[config.mk]
export PLATFORM = sky130hd
export DESIGN_NAME = flash_write_sequencer_flat
export DESIGN_NICKNAME = d
export VERILOG_FILES = /design/src/rtl/flash_write_sequencer_if.sv /design/src/rtl/flash_write_sequencer.sv /design/src/flat_wrapper.sv
export SDC_FILE = /design/constraint.sdc
export NUM_CORES = 1
export LEC_CHECK = 0
export BUFFER_PORTS_ARGS = -buffer_cell sky130_fd_sc_hd__buf_4
export CORE_ASPECT_RATIO = 1.1
export CORE_MARGIN = 1.5
export CORE_UTILIZATION = 39
export CTS_CLUSTER_DIAMETER = 50
export CTS_CLUSTER_SIZE = 12
export DETAILED_ROUTE_END_ITERATION = 8
export PLACE_DENSITY_LB_ADDON = 0.08
export SETUP_SLACK_MARGIN = 0.05
export SYNTH_ARGS = -nofsm -noshare
export SYNTH_HDL_FRONTEND = slang
export SYNTH_SLANG_ARGS = --single-unit
[constraint.sdc]
create_clock -name clk -period 4.7 [get_ports clk]
set_clock_uncertainty 0.2 [all_clocks]
set_input_delay 0.94 -clock clk [delete_from_list [all_inputs] [get_ports clk]]
set_output_delay 0.94 -clock clk [all_outputs]
set_load 0.02 [all_outputs]
[src/rtl/flash_write_sequencer_if.sv]
// Command channel between the write sequencer and the SPI flash controller.
// The sequencer drives commands; the controller answers with ctrl_busy.
interface flash_write_sequencer_if;
  logic        ctrl_write;
  logic        ctrl_erase;
  logic [23:0] ctrl_address;
  logic [31:0] ctrl_numByte;
  logic        ctrl_busy;

  modport master (
    output ctrl_write,
    output ctrl_erase,
    output ctrl_address,
    output ctrl_numByte,
    input  ctrl_busy
  );

  modport slave (
    input  ctrl_write,
    input  ctrl_erase,
    input  ctrl_address,
    input  ctrl_numByte,
    output ctrl_busy
  );
endinterface

[src/rtl/flash_write_sequencer.sv]
// Splits a bulk flash write into page programs, optionally erasing
// each touched sector first; one command in flight at a time.
module flash_write_sequencer #(
  parameter int PAGE_BYTES   = 256,
  parameter int SECTOR_BYTES = 4096,
  parameter int ACK_TIMEOUT  = 16
) (
  input  logic        clk,
  input  logic        rst,
  input  logic        start,
  input  logic [23:0] base_addr,
  input  logic [31:0] total_len,
  input  logic        erase_en,
  output logic        busy,
  output logic        done,
  output logic        err,
  flash_write_sequencer_if.master ctrl
);

  localparam int CW = $clog2(ACK_TIMEOUT + 1);
  localparam logic [23:0] PAGE_MASK = 24'(PAGE_BYTES - 1);
  localparam logic [23:0] SECT_MASK = 24'(SECTOR_BYTES - 1);
  localparam logic [CW-1:0] CNT_LAST = CW'(ACK_TIMEOUT - 1);
  localparam logic [32:0] ADDR_END = 33'h100_0000;

  typedef enum logic [2:0] {
    IDLE,
    CHECK,
    ERASE_ISSUE,
    ERASE_WAIT,
    WRITE_ISSUE,
    WRITE_WAIT,
    FINISH
  } state_t;

  state_t state_q, state_d;

  logic [23:0] cur_addr_q, cur_addr_d;
  logic [31:0] remaining_q, remaining_d;
  logic        erase_en_q, erase_en_d;
  logic        first_q, first_d;
  logic        erased_q, erased_d;
  logic        seen_q, seen_d;
  logic [CW-1:0] cnt_q, cnt_d;

  logic        busy_q, busy_d;
  logic        done_q, done_d;
  logic        err_q, err_d;
  logic        wr_q, wr_d;
  logic        er_q, er_d;
  logic [23:0] addr_q, addr_d;
  logic [31:0] nbyte_q, nbyte_d;

  logic [32:0] end_addr;
  logic [31:0] room;
  logic [31:0] chunk;
  logic        want_erase;

  assign end_addr = {9'b0, cur_addr_q}
                  + {1'b0, remaining_q};
  assign room = 32'(PAGE_BYTES)
              - {8'b0, cur_addr_q & PAGE_MASK};
  assign chunk = (remaining_q < room) ? remaining_q : room;

  // Writes never cross a page, so a new sector is always entered
  // at its aligned start; erased_q blocks a repeat after the erase.
  assign want_erase = erase_en_q && !erased_q &&
    (first_q || (cur_addr_q & SECT_MASK) == '0);

  always_comb begin
    state_d     = state_q;
    cur_addr_d  = cur_addr_q;
    remaining_d = remaining_q;
    erase_en_d  = erase_en_q;
    first_d     = first_q;
    erased_d    = erased_q;
    seen_d      = seen_q;
    cnt_d       = cnt_q;
    addr_d      = addr_q;
    nbyte_d     = nbyte_q;
    done_d      = 1'b0;
    err_d       = 1'b0;
    wr_d        = 1'b0;
    er_d        = 1'b0;

    unique case (state_q)
      IDLE: begin
        if (start) begin
          cur_addr_d  = base_addr;
          remaining_d = total_len;
          erase_en_d  = erase_en;
          first_d     = 1'b1;
          erased_d    = 1'b0;
          state_d     = CHECK;
        end
      end
      CHECK: begin
        if (remaining_q == '0) begin
          done_d  = 1'b1;
          state_d = FINISH;
        end else if (end_addr > ADDR_END) begin
          err_d   = 1'b1;
          state_d = IDLE;
        end else if (want_erase) begin
          er_d    = 1'b1;
          addr_d  = cur_addr_q & ~SECT_MASK;
          nbyte_d = '0;
          state_d = ERASE_ISSUE;
        end else begin
          wr_d    = 1'b1;
          addr_d  = cur_addr_q;
          nbyte_d = chunk;
          state_d = WRITE_ISSUE;
        end
      end
      ERASE_ISSUE: begin
        first_d  = 1'b0;
        erased_d = 1'b1;
        seen_d   = 1'b0;
        cnt_d    = CW'(1);
        state_d  = ERASE_WAIT;
      end
      WRITE_ISSUE: begin
        cur_addr_d  = cur_addr_q + nbyte_q[23:0];
        remaining_d = remaining_q - nbyte_q;
        erased_d    = 1'b0;
        seen_d      = 1'b0;
        cnt_d       = CW'(1);
        state_d     = WRITE_WAIT;
      end
      ERASE_WAIT, WRITE_WAIT: begin
        if (!seen_q) begin
          if (ctrl.ctrl_busy) begin
            seen_d = 1'b1;
          end else if (cnt_q == CNT_LAST) begin
            err_d   = 1'b1;
            state_d = IDLE;
          end else begin
            cnt_d = cnt_q + CW'(1);
          end
        end else if (!ctrl.ctrl_busy) begin
          state_d = CHECK;
        end
      end
      FINISH: begin
        state_d = IDLE;
      end
      default: begin
        state_d = IDLE;
      end
    endcase

    busy_d = !(state_d inside {IDLE, FINISH});
  end

  always_ff @(posedge clk) begin
    if (rst) begin
      state_q     <= IDLE;
      cur_addr_q  <= '0;
      remaining_q <= '0;
      erase_en_q  <= 1'b0;
      first_q     <= 1'b0;
      erased_q    <= 1'b0;
      seen_q      <= 1'b0;
      cnt_q       <= '0;
      busy_q      <= 1'b0;
      done_q      <= 1'b0;
      err_q       <= 1'b0;
      wr_q        <= 1'b0;
      er_q        <= 1'b0;
      addr_q      <= '0;
      nbyte_q     <= '0;
    end else begin
      state_q     <= state_d;
      cur_addr_q  <= cur_addr_d;
      remaining_q <= remaining_d;
      erase_en_q  <= erase_en_d;
      first_q     <= first_d;
      erased_q    <= erased_d;
      seen_q      <= seen_d;
      cnt_q       <= cnt_d;
      busy_q      <= busy_d;
      done_q      <= done_d;
      err_q       <= err_d;
      wr_q        <= wr_d;
      er_q        <= er_d;
      addr_q      <= addr_d;
      nbyte_q     <= nbyte_d;
    end
  end

  assign busy              = busy_q;
  assign done              = done_q;
  assign err               = err_q;
  assign ctrl.ctrl_write   = wr_q;
  assign ctrl.ctrl_erase   = er_q;
  assign ctrl.ctrl_address = addr_q;
  assign ctrl.ctrl_numByte = nbyte_q;

endmodule

[src/flat_wrapper.sv]
// flat-port wrapper written by rule: the top's interface ports become plain ports
module flash_write_sequencer_flat 
#(
  parameter int PAGE_BYTES   = 256,
  parameter int SECTOR_BYTES = 4096,
  parameter int ACK_TIMEOUT  = 16
)
  (clk, rst, start, base_addr, total_len, erase_en, busy, done, err, ctrl_ctrl_write, ctrl_ctrl_erase, ctrl_ctrl_address, ctrl_ctrl_numByte, ctrl_ctrl_busy);
  flash_write_sequencer_if ctrl_i ();
  input  logic clk;
  input  logic rst;
  input  logic start;
  input  logic [23:0] base_addr;
  input  logic [31:0] total_len;
  input  logic erase_en;
  output logic busy;
  output logic done;
  output logic err;
  output wire logic [$bits(ctrl_i.ctrl_write)-1:0] ctrl_ctrl_write;
  output wire logic [$bits(ctrl_i.ctrl_erase)-1:0] ctrl_ctrl_erase;
  output wire logic [$bits(ctrl_i.ctrl_address)-1:0] ctrl_ctrl_address;
  output wire logic [$bits(ctrl_i.ctrl_numByte)-1:0] ctrl_ctrl_numByte;
  input wire logic [$bits(ctrl_i.ctrl_busy)-1:0] ctrl_ctrl_busy;
  assign ctrl_ctrl_write = ctrl_i.ctrl_write;
  assign ctrl_ctrl_erase = ctrl_i.ctrl_erase;
  assign ctrl_ctrl_address = ctrl_i.ctrl_address;
  assign ctrl_ctrl_numByte = ctrl_i.ctrl_numByte;
  assign ctrl_i.ctrl_busy = ctrl_ctrl_busy;
  flash_write_sequencer #(.PAGE_BYTES(PAGE_BYTES), .SECTOR_BYTES(SECTOR_BYTES), .ACK_TIMEOUT(ACK_TIMEOUT)) u_core (.clk(clk), .rst(rst), .start(start), .base_addr(base_addr), .total_len(total_len), .erase_en(erase_en), .busy(busy), .done(done), .err(err), .ctrl(ctrl_i));
endmodule
==> results of run 1 <==
synthesized netlist by cell type (6+ instances only):
library cell	n
nand4_1	40
o31ai_1	31
nand2b_1	16
or3_1	8
nor4_1	17
dfxtp_1	129
nor3b_1	7
xor2_1	25
a311oi_1	36
nor3_1	54
inv_1	61
and3_1	30
nor2b_1	22
o21ai_0	52
mux2i_1	13
clkbuf_1	68
nand2_1	157
ha_1	90
a211o_1	6
nand3_1	31
o21bai_1	9
o32ai_1	8
a31oi_1	11
o2111ai_1	9
a21oi_1	122
xnor2_1	35
nor2_1	92
a211oi_1	26
buf_1	7
a21o_1	28
o21a_1	30
cell usage in the layout, fill, tap and decap left out, drive strengths merged, types with 9 or more instances in the layout:
cell type / count
a211oi: 26
nand2: 157
a21oi: 122
a21o: 28
inv: 62
nor3: 54
a31oi: 11
nand2b: 16
and3: 30
mux2i: 13
xor2: 25
nand4: 40
o21a: 30
o31ai: 31
o2111ai: 9
a311oi: 37
nor4: 18
clkbuf: 19
nor2: 93
dfxtp: 129
nor2b: 22
xnor2: 35
o21bai: 9
o21ai: 53
nand3: 31
buf: 179
ha: 90
state kept, by name (all words and copies together), names as in the netlist:
| signal | flops |
|---|---|
| u_core.err | 1 |
| u_core.cur_addr_q | 24 |
| u_core.erased_q | 1 |
| u_core.first_q | 1 |
| u_core.remaining_q | 32 |
| u_core.state_q | 3 |
| u_core.busy | 1 |
| u_core.erase_en_q | 1 |
| u_core.ctrl.ctrl_erase | 1 |
| u_core.seen_q | 1 |
| u_core.ctrl.ctrl_numByte | 32 |
| u_core.cnt_q | 5 |
| u_core.ctrl.ctrl_write | 1 |
| u_core.ctrl.ctrl_address | 24 |
| u_core.done | 1 |
metal layers:
metal	global-route usage (%)	share of wire [%]	wire, um
met5	0	0	0
met4	10.5	2.9	1150
met3	3.69	5.5	2160
met2	45.5	46	17900
met1	40.4	46	18100
metrics by stage:
stage | power (mW) | cell area, sq um
after floorplan | 2.15 | 10400
after global placement | 2.59 | 11900
after detailed placement | 2.59 | 11900
after CTS | 4.10 | 12500
after global routing | 4.29 | 12500
final | 4.09 | 12500
critical path, stage by stage, from the launching register on:
cell,delay [ns]
dfxtp_1,0.32
ha_1,0.24
fa_2,0.40
xor2_1,0.19
a2111oi_2,0.29
o2111ai_1,0.14
or4b_1,0.55
nor4_2,0.15
and4_1,0.22
nand4_1,0.21
o41a_1,0.51
buf_4,0.21
or4_1,0.53
a21oi_1,0.14
logic make-up after synthesis:
| group | Yosys count | share of synthesized area (%) |
|---|---|---|
| AO/OA/AOI/OAI | 426 | 28.2 |
| adder cells (fa/ha/maj) | 93 | 11.5 |
| AND/OR/NAND/NOR | 500 | 23.6 |
| multiplexers | 13 | 1.26 |
| flip-flops | 129 | 24.9 |
| buffers and inverters | 144 | 5.44 |
| XOR/XNOR | 60 | 5.07 |
worst max-delay path by stage:
stage,startpoint,to,slack (ns),depth (start not counted)
2_1_floorplan,u_core.cur_addr_q[0],u_core.ctrl.ctrl_numByte[11],0.71,15
3_3_place_gp,u_core.remaining_q[0],u_core.state_q[2],0.38,13
3_5_place_dp,u_core.remaining_q[0],u_core.state_q[2],0.31,13
4_1_cts,u_core.remaining_q[0],u_core.state_q[2],0.28,13
5_1_grt,u_core.remaining_q[0],u_core.state_q[2],0.07,13
6_report,u_core.remaining_q[0],u_core.state_q[2],0.32,13
where the power goes:
group	internal, mW	switching, mW	leakage, nW
logic	0.546	0.822	3.84
clock network	0.943	0.555	0.304
registers	1.15	0.0801	1.05
total	2.64	1.46	5.19
final cells by class:
type / count / area (sq um)
Fill cell: 2692 / 13600
Clock inverter: 13 / 209
Inverter: 61 / 229
Clock buffer: 19 / 433
Timing Repair Buffer: 179 / 1370
Sequential cell: 129 / 2580
Multi-Input combinational cell: 1092 / 7260
Tap cell: 352 / 440
==> results.md, run 1 <==
* Status: finished, final reports clean
* All-Layer GR Usage at 29.0%
* Max-cap violation count at 0
* Final WL at 39300 um
* Synth cell types at 69
* Min Tclk post-route at 4.38 ns
* Max-slew violations at 0
* CTS root buffer: clkbuf_16
* Yosys warnings at 0
* Clk sinks at between 100 and 150
* FF-to-FF path depth at 13
* Fin util at a little under half
* Worst Hold Class: flop to flop
* Synth area leaders: dfxtp_1 (25%), ha_1 (11%), a21oi_1 (5.9%), nand2_1 (5.7%), nor2_1 (3.3%)
* Hold Fails Final Rpt at 0
* R2r startpoint: u_core.remaining_q[0]
* Fmax at 0.228 GHz
* N_diodes at 0
* Post-Synthesis Cells at 1365
* Hold_sp: u_core.ctrl.ctrl_address[23]
* I/O Buffers at 121
* CTS H-tree depth at 4
* Syn_nets at between 1.5k and 2k
* Total vias in the final route at 11.0k
* Grt ovf at 0
* Die footprint at 27500 sq um
* Endpoint, Worst Hold: u_core.ctrl.ctrl_address[23]
* Synth Register Bits at 129
* Iter 0 DRT Violations at 744
* Post-route insts no fill at 1845
* Sequential share of the synthesized area at about a quarter
* Peak VDD IR at 0.205 mV
* Vias in the first global route at roughly 10k
* Critical path startpoint category: flop
* Worst r2r dst: u_core.state_q[2]
* Synthesized area per cell at around 7.6 sq um
* Drt first pass iters at 5
* Post-synth EDFFs at 0
* Largest net degree at the start of global routing at 55
* Post-route ant nets at 0
* Static leakage at 5.19 nW
* Core Box Area at approximately 26000 sq um
* Hold buffer count at CTS at 0
* Postcts setup bufs at 0
* Final Setup Violations at 0
* Crit Path Max Fanout at 13
* Post-route DRC at 0
* Antenna violations before repair at 0
* Crit Path Class: flop to flop
* Starting Density at 39.6%
* Clock latency on the worst-skew pair at about 0.43 ns
* Die width at 158 um
* Layout cells sized above 1 at 15.7%
* Quantity of gates resized following cts at 0
* Pre-CTS WS at between 0.3 and 0.4 ns
* TritonCTS clock tree: done
* DR WL/cell at ~21 um
* Clock Tree Buf Depth at 2
* I/O pin count at 122
* Clk pin slew, worst setup/hold paths at about 0.06 ns
* Fin nets at 1634
* Synthesized area at 10400 sq um
* Hold path cells at 2
* FF-to-FF setup slack at 0.32 ns
* Placed cells at 1813
* Die Y at 174 um
* Via/cell ratio at roughly 6
* Max-slew headroom at 36.4%
* First-pass GRT wire length at 60400 um
* CTS buffer count at 17
* GP Congestion at roughly 0.90
* Min setup slack post-route at 0.321 ns
* Cell taking the most area after synthesis: dfxtp_1
* RSZ-0062 raised after global routing: no
* # rows at 62
* Area share of the largest cell type after synthesis at 24.9%
* Hold_ws at 0.269 ns
* Final period util at 93.2%
* Dpl hpwl at 30100 um
* Setup crit end kind: flop
* Async SR Flop Fraction at 0%
* Area Growth Syn to Fin at 21.0%
* Worst path arrival time at 4.54 ns
* Synth Flop Type: dfxtp_1
* Setup_tns at 0 ns
* Power Density at 327 nW/um^2
* CP required at around 4.9 ns
* Slew @ Worst Pin at between 0.9 and 1 ns
(Power assumes the default switching activity.)
==> run 2, diff against run 1 <==
Settings changed: CTS_BUF_LIST set to sky130_fd_sc_hd__clkbuf_8.
==> results.md, run 2 (synthesized netlist as in run 1, its figures left out) <==
* Status: finished, final reports clean
* Die footprint at 27500 sq um (unchanged)
* Post-route insts no fill at 1845 (unchanged)
* I/O pin count at 122 (unchanged)
* CP peak stage delay at 0.55 ns (about the same)
* Clk pin slew, worst setup/hold paths at 0.08 ns (+0.02 ns)
* Met3 usage at 3.99% (+0.30 points)
* Grt ovf at 0 (unchanged)
* Drt first pass iters at 6 (+1)
* Crit-path cells: ha_1 -> fa_2 -> xor2_1 -> a2111oi_2 -> o2111ai_1 -> or4b_1 -> nor4_2 -> and4_1 -> nand4_1 -> o41a_1 -> buf_4 -> or4_1 -> a21oi_1
* Final Setup Violations at 0 (unchanged)
* Crit Path Max Fanout at 13 (unchanged)
* Worst r2r dst: u_core.state_q[2]
* First-pass GRT wire length at 60200 um (-0.22%)
* FF-to-FF setup slack at 0.32 ns (about the same)
* Slew @ Worst Pin at 0.959 ns (+0.00911 ns)
* Die width at 158 um (unchanged)
* Setup_tns at 0 ns (unchanged)
* Hold Fails Final Rpt at 0 (unchanged)
* Total vias in the final route at 11.0k (+0.14%)
* Clock Tree Buf Depth at 2 (unchanged)
* R2r startpoint: u_core.remaining_q[0]
* Critical path depth at 13 (unchanged)
* Slowest CP cell: or4b_1
* Min Tclk post-route at 4.38 ns (-0.00304 ns)
* All-Layer GR Usage at 28.9% (-0.079 points)
* CP required at 4.90 ns (+0.04 ns)
* Setup crit end kind: flop
* Final period util at 93.1% (about the same)
* Core Box Area at 26100 sq um (unchanged)
* Vias in the first global route at 10.4k (-0.28%)
* Met2 Use GR at 45.1% (-0.33 points)
* Worst Hold Class: flop to flop
* Most used routing layer: met2
* RSZ-0062 raised after global routing: no
* Peak VDD IR at 0.189 mV (-8.1%)
* Starting Density at 39.6% (unchanged)
* TritonCTS clock tree: done
* Max-cap violation count at 0 (unchanged)
* Layout cells sized above 1 at 15.7% (unchanged)
* Static leakage at 5.11 nW (-1.5%)
* CP startpoint: u_core.remaining_q[0]
* N_diodes at 0 (unchanged)
* Min setup slack post-route at 0.324 ns (+0.00304 ns)
* Max-slew headroom at 35.8% (-0.61 points)
* Crit path capture: u_core.state_q[2]
* Post-route DRC at 0 (unchanged)
* Crit Path Class: flop to flop
* Post-route ant nets at 0 (unchanged)
* Final WL at 39100 um (-0.52%)
* Worst path arrival time at 4.57 ns (+0.03 ns)
* FF-to-FF path depth at 13 (unchanged)
* Area after DPL at 11900 sq um (unchanged)
* Clock latency on the worst-skew pair at 0.47 ns (+0.04 ns)
* Dpl hpwl at 30100 um (unchanged)
* Largest net degree at the start of global routing at 55 (unchanged)
* Max-slew violations at 0 (unchanged)
* Top delay family on crit path: simple AND/OR/NAND/NOR gates
* Fin nets at 1634 (unchanged)
* Global Route met1 Usage at 40.3% (-0.062 points)
* CTS buffer count at 17 (unchanged)
* DR WL/cell at 21.2 um (-0.52%)
* Pre-CTS WS at 0.306 ns (unchanged)
* Antenna violations before repair at 0 (unchanged)
* Iter 0 DRT Violations at 907 (+22%)
* Postcts setup bufs at 0 (unchanged)
* Placed cells at 1813 (unchanged)
* CTS root buffer: clkbuf_8
* CTS H-tree depth at 4 (unchanged)
* Fin util at 47.2% (-0.73 points)
* Power Density at 303 nW/um^2 (-7.3%)
* Finished layout cell area at 12300 sq um (-1.5%)
* # rows at 62 (unchanged)
* # fillers at 2718 (+0.97%)
* I/O Buffers at 121 (unchanged)
* Crit path buffers/inverters at 1 (unchanged)
* Clk sinks at 129 (unchanged)
* Commonest non-fill, non-tap cells in the layout: buf_4 (177), nand2_1 (156), dfxtp_1 (129)
* GP Congestion at 0.902 (unchanged)
* Fmax at 0.229 GHz (about the same)
* Via/cell ratio at 5.97 (+0.14%)
* Critical path startpoint category: flop
* Area Growth Syn to Fin at 19.1%
* Most common cell after layout, fill and taps aside: buf_4
* Die Y at 174 um (unchanged)
## run 2: cell types whose count changed in the layout (fill, tap and decap cells not counted)
cell / previous run / this run
clkbuf_16: 17 / 0
clkbuf_8: 0 / 17
clkbuf_1: 2 / 0
inv_1: 61 / 63
## run 2: worst register-to-register path: cells and delay by family (launching register included)
family | cells | cell delay [ns]
DFF | 1 | 0.33
adders and majority gates | 2 | 0.64
xor gates and xnor gates | 1 | 0.18
buffers and inverters | 1 | 0.22
and+or+nand+nor | 5 | 1.66
AOI/OAI and AO/OA | 4 | 1.09
## run 2: worst min path at each step
stage	cells after the start	startpoint	endpoint	slack [ns]
2_1_floorplan	2	u_core.erase_en_q	u_core.erase_en_q	0.23
3_3_place_gp	2	u_core.ctrl.ctrl_address[10]	u_core.ctrl.ctrl_address[10]	0.26
3_5_place_dp	2	u_core.ctrl.ctrl_address[14]	u_core.ctrl.ctrl_address[14]	0.26
4_1_cts	2	u_core.ctrl.ctrl_address[20]	u_core.ctrl.ctrl_address[20]	0.27
5_1_grt	2	u_core.ctrl.ctrl_address[17]	u_core.ctrl.ctrl_address[17]	0.30
6_report	2	u_core.ctrl.ctrl_address[23]	u_core.ctrl.ctrl_address[23]	0.27
## run 2: repair_timing
| item | CTS | global route |
|---|---|---|
| gates resized for setup | 0 | 4 |
| hold buffers | 0 | 0 |
| setup endpoints to repair | 0 | 1 |
## run 2: stage by stage
step / power [mW] / hold WS [ns]
4_1_cts: 3.73 / 0.275
3_5_place_dp: 2.59 / 0.262
3_3_place_gp: 2.59 / 0.257
6_report: 3.74 / 0.272
2_1_floorplan: 2.15 / 0.232
5_1_grt: 3.94 / 0.299
## run 2: area by class of cell
type,instances,area (sq um),area share [%]
flip-flops and latches,129,2580,20.9
multi-input cells,1092,7260,58.9
well taps,352,440,3.57
clock buffers,17,234,1.90
inverters,61,229,1.86
clock inverters,15,216,1.76
repair buffers,179,1370,11.1
## run 2: power breakdown
group | leakage, nW | internal [mW] | switching, mW
Sequential | 1.05 | 1.15 | 0.0797
Combinational | 3.84 | 0.546 | 0.821
Clock | 0.225 | 0.628 | 0.516
## run 2: layer usage
layer	routed length [um]	part of all wire (%)
met1	18000	46
met2	17800	45
met3	2170	5.6
met4	1170	3.0
met5	0	0
==> run 3, diff against run 2 <==
Settings changed: CORE_ASPECT_RATIO 1.1 to not set.
==> results.md, run 3 (synthesized netlist as in run 1, its figures left out) <==
* Status: finished, final reports clean
* Clk sinks at 129 (unchanged)
* Placed cells at 1789 (-1.3%)
* Total vias in the final route at 11.0k (-0.19%)
* Static leakage at 5.07 nW (-0.74%)
* Post-route insts no fill at 1825 (-1.1%)
* Antenna violations before repair at 0 (unchanged)
* Worst Hold Class: flop to flop
* Commonest non-fill, non-tap cells in the layout: buf_4 (174), nand2_1 (156), dfxtp_1 (129)
* I/O pin count at 122 (unchanged)
* Largest net degree at the start of global routing at 55 (unchanged)
* Register share of total power at 34.6% (+1.8 points)
* Slowest CP cell: a2111oi_1
* Hold_ws at 0.269 ns (-0.00290 ns)
* Grt ovf at 0 (unchanged)
* Switch Pwr at 1.43 mW (+0.69%)
* Final WL at 39400 um (+0.59%)
* Starting Density at 39.7% (+0.13 points)
* Area Growth Syn to Fin at 18.4%
* Max-slew violations at 0 (unchanged)
* Combinational Power Share at 37.5% (+0.9 points)
* DR WL/cell at 21.6 um (+1.7%)
* Iter 0 DRT Violations at 813 (-10%)
* Setup crit end kind: flop
* CP required at 4.82 ns (-0.08 ns)
* Multi-input logic area at 7260 sq um (about the same)
* Final period util at 95.2% (+2.1 points)
* Min Tclk post-route at 4.48 ns (+0.100 ns)
* Dpl hpwl at 29900 um (-0.53%)
* Core Box Area at 26100 sq um (-0.32%)
* Slew @ Worst Pin at 1.02 ns (+0.0563 ns)
* Fin util at 47.0% (-0.15 points)
* Max-cap violation count at 0 (unchanged)
* # rows at 59 (-4.8%)
* All-Layer GR Usage at 28.0% (-0.86 points)
* Clk pin slew, worst setup/hold paths at 0.08 ns (about the same)
* N_diodes at 0 (unchanged)
* Die Y at 166 um (-4.6%)
* Worst path arrival time at 4.60 ns (+0.03 ns)
* Vias in the first global route at 10.3k (-0.98%)
* Post-route ant nets at 0 (unchanged)
* Power Internal at 2.16 mW (-6.8%)
* Crit-path cells: ha_1 -> a21oi_1 -> o21bai_1 -> a2111oi_1 -> buf_4 -> o211ai_1 -> nand4b_1 -> nor3_1 -> nor4_2 -> nand3_1 -> nor4_4 -> buf_4 -> clkbuf_16 -> nor3_1
* Die footprint at 27500 sq um (about the same)
* First-pass GRT wire length at 60800 um (+0.99%)
* Sequential Area at 2580 sq um (unchanged)
* Clock latency on the worst-skew pair at 0.46 ns (about the same)
* GP Congestion at 0.995 (+10%)
* # fillers at 2668 (-1.8%)
* I/O Buffers at 121 (unchanged)
* CTS buffer count at 17 (unchanged)
* Hold Fails Final Rpt at 0 (unchanged)
* Max-slew headroom at 32.3% (-3.5 points)
* Layout cells sized above 1 at 15.6% (-0.10 points)
* Fin nets at 1632 (-0.12%)
* Sw Ratio at 39.7% (+1.8 points)
* TritonCTS clock tree: done
* Clock Tree Buf Depth at 2 (unchanged)
* CTS H-tree depth at 4 (unchanged)
* Crit Path Max Fanout at 14 (+1)
* Fmax at 0.223 GHz (-2.2%)
* Post-route DRC at 0 (unchanged)
* Via/cell ratio at 6.02 (+0.90%)
* Power Density at 293 nW/um^2 (-3.3%)
* Setup_tns at 0 ns (unchanged)
* Clk pwr share at 28.0% (-2.6 points)
* RSZ-0062 raised after global routing: yes
* Most common cell after layout, fill and taps aside: buf_4
* Crit Path Class: flop to flop
* Critical path startpoint category: flop
* CTS root buffer: clkbuf_8
* Peak VDD IR at 0.166 mV (-12%)
* CP peak stage delay at 0.64 ns (+0.09 ns)
* Hold buffer count at CTS at 0 (unchanged)
* Drt first pass iters at 5 (-1)
* Final Setup Violations at 0 (unchanged)
* Die width at 166 um (+4.8%)
[run 3: changes by cell type in the layout (fill, tap and decap cells not counted), moves of 2 or more]
cell       change
buf_4          -3
bufinv_16      -3
clkbuf_16      +2
clkinv_4       +2
inv_1          -2
inv_6          +3
[run 3: final timing paths]
check | cells after the start | endpoint | slack (ns) | start
worst min-delay path | 2 | u_core.ctrl.ctrl_address[23] | 0.27 | u_core.ctrl.ctrl_address[23]
worst max register to register | 14 | u_core.ctrl.ctrl_numByte[24] | 0.22 | u_core.remaining_q[14]
worst max-delay path | 14 | u_core.ctrl.ctrl_numByte[24] | 0.22 | u_core.remaining_q[14]
worst min register to register | 2 | u_core.ctrl.ctrl_address[23] | 0.27 | u_core.ctrl.ctrl_address[23]
[run 3: routing by layer]
| metal | track usage [%] | vias up | routed length (um) |
|---|---|---|---|
| li1 | - | 5336 | - |
| met1 | 40.7 | 5236 | 18900 |
| met2 | 43.3 | 373 | 17300 |
| met3 | 4.12 | 40 | 2400 |
| met4 | 7.05 | 0 | 707 |
| met5 | 0 | - | 0 |
[run 3: area by class of cell]
cell class	count	share of cell area [%]
clock buffers	17	1.91
repair buffers	177	11.2
inverters	61	1.87
multi-input cells	1092	59.2
clock inverters	14	1.27
flip-flops and latches	129	21.1
well taps	335	3.42
[run 3: metrics by stage]
step | cell area [sq um] | setup slack [ns] | power [mW]
2_1_floorplan | 10400 | 0.713 | 2.15
3_3_place_gp | 11800 | 0.241 | 2.57
3_5_place_dp | 11800 | 0.260 | 2.56
4_1_cts | 12200 | 0.244 | 3.57
5_1_grt | 12300 | 0.00132 | 3.78
6_report | 12300 | 0.224 | 3.59
[run 3: timing repair]
action,in CTS,in global routing
setup endpoints to repair,0,9
setup buffers,0,3
gates resized for setup,0,3
[run 3: power groups by stage]
stage	combinational [mW]	sequential [mW]	clock, mW
floorplan	0.922	1.22	0
global placement	1.31	1.26	0
detailed placement	1.30	1.26	0
CTS	1.31	1.24	1.02
global route	1.47	1.25	1.07
finish	1.34	1.24	1.00
[run 3: worst max-delay path, delay by kind of cell, from the launching register on]
kind | cells | cell delay [ns]
AO/OA/AOI/OAI | 4 | 1.21
adder cells (fa/ha/maj) | 1 | 0.37
AND/OR/NAND/NOR | 6 | 1.44
buffers and inverters | 3 | 0.64
flip-flops | 1 | 0.48
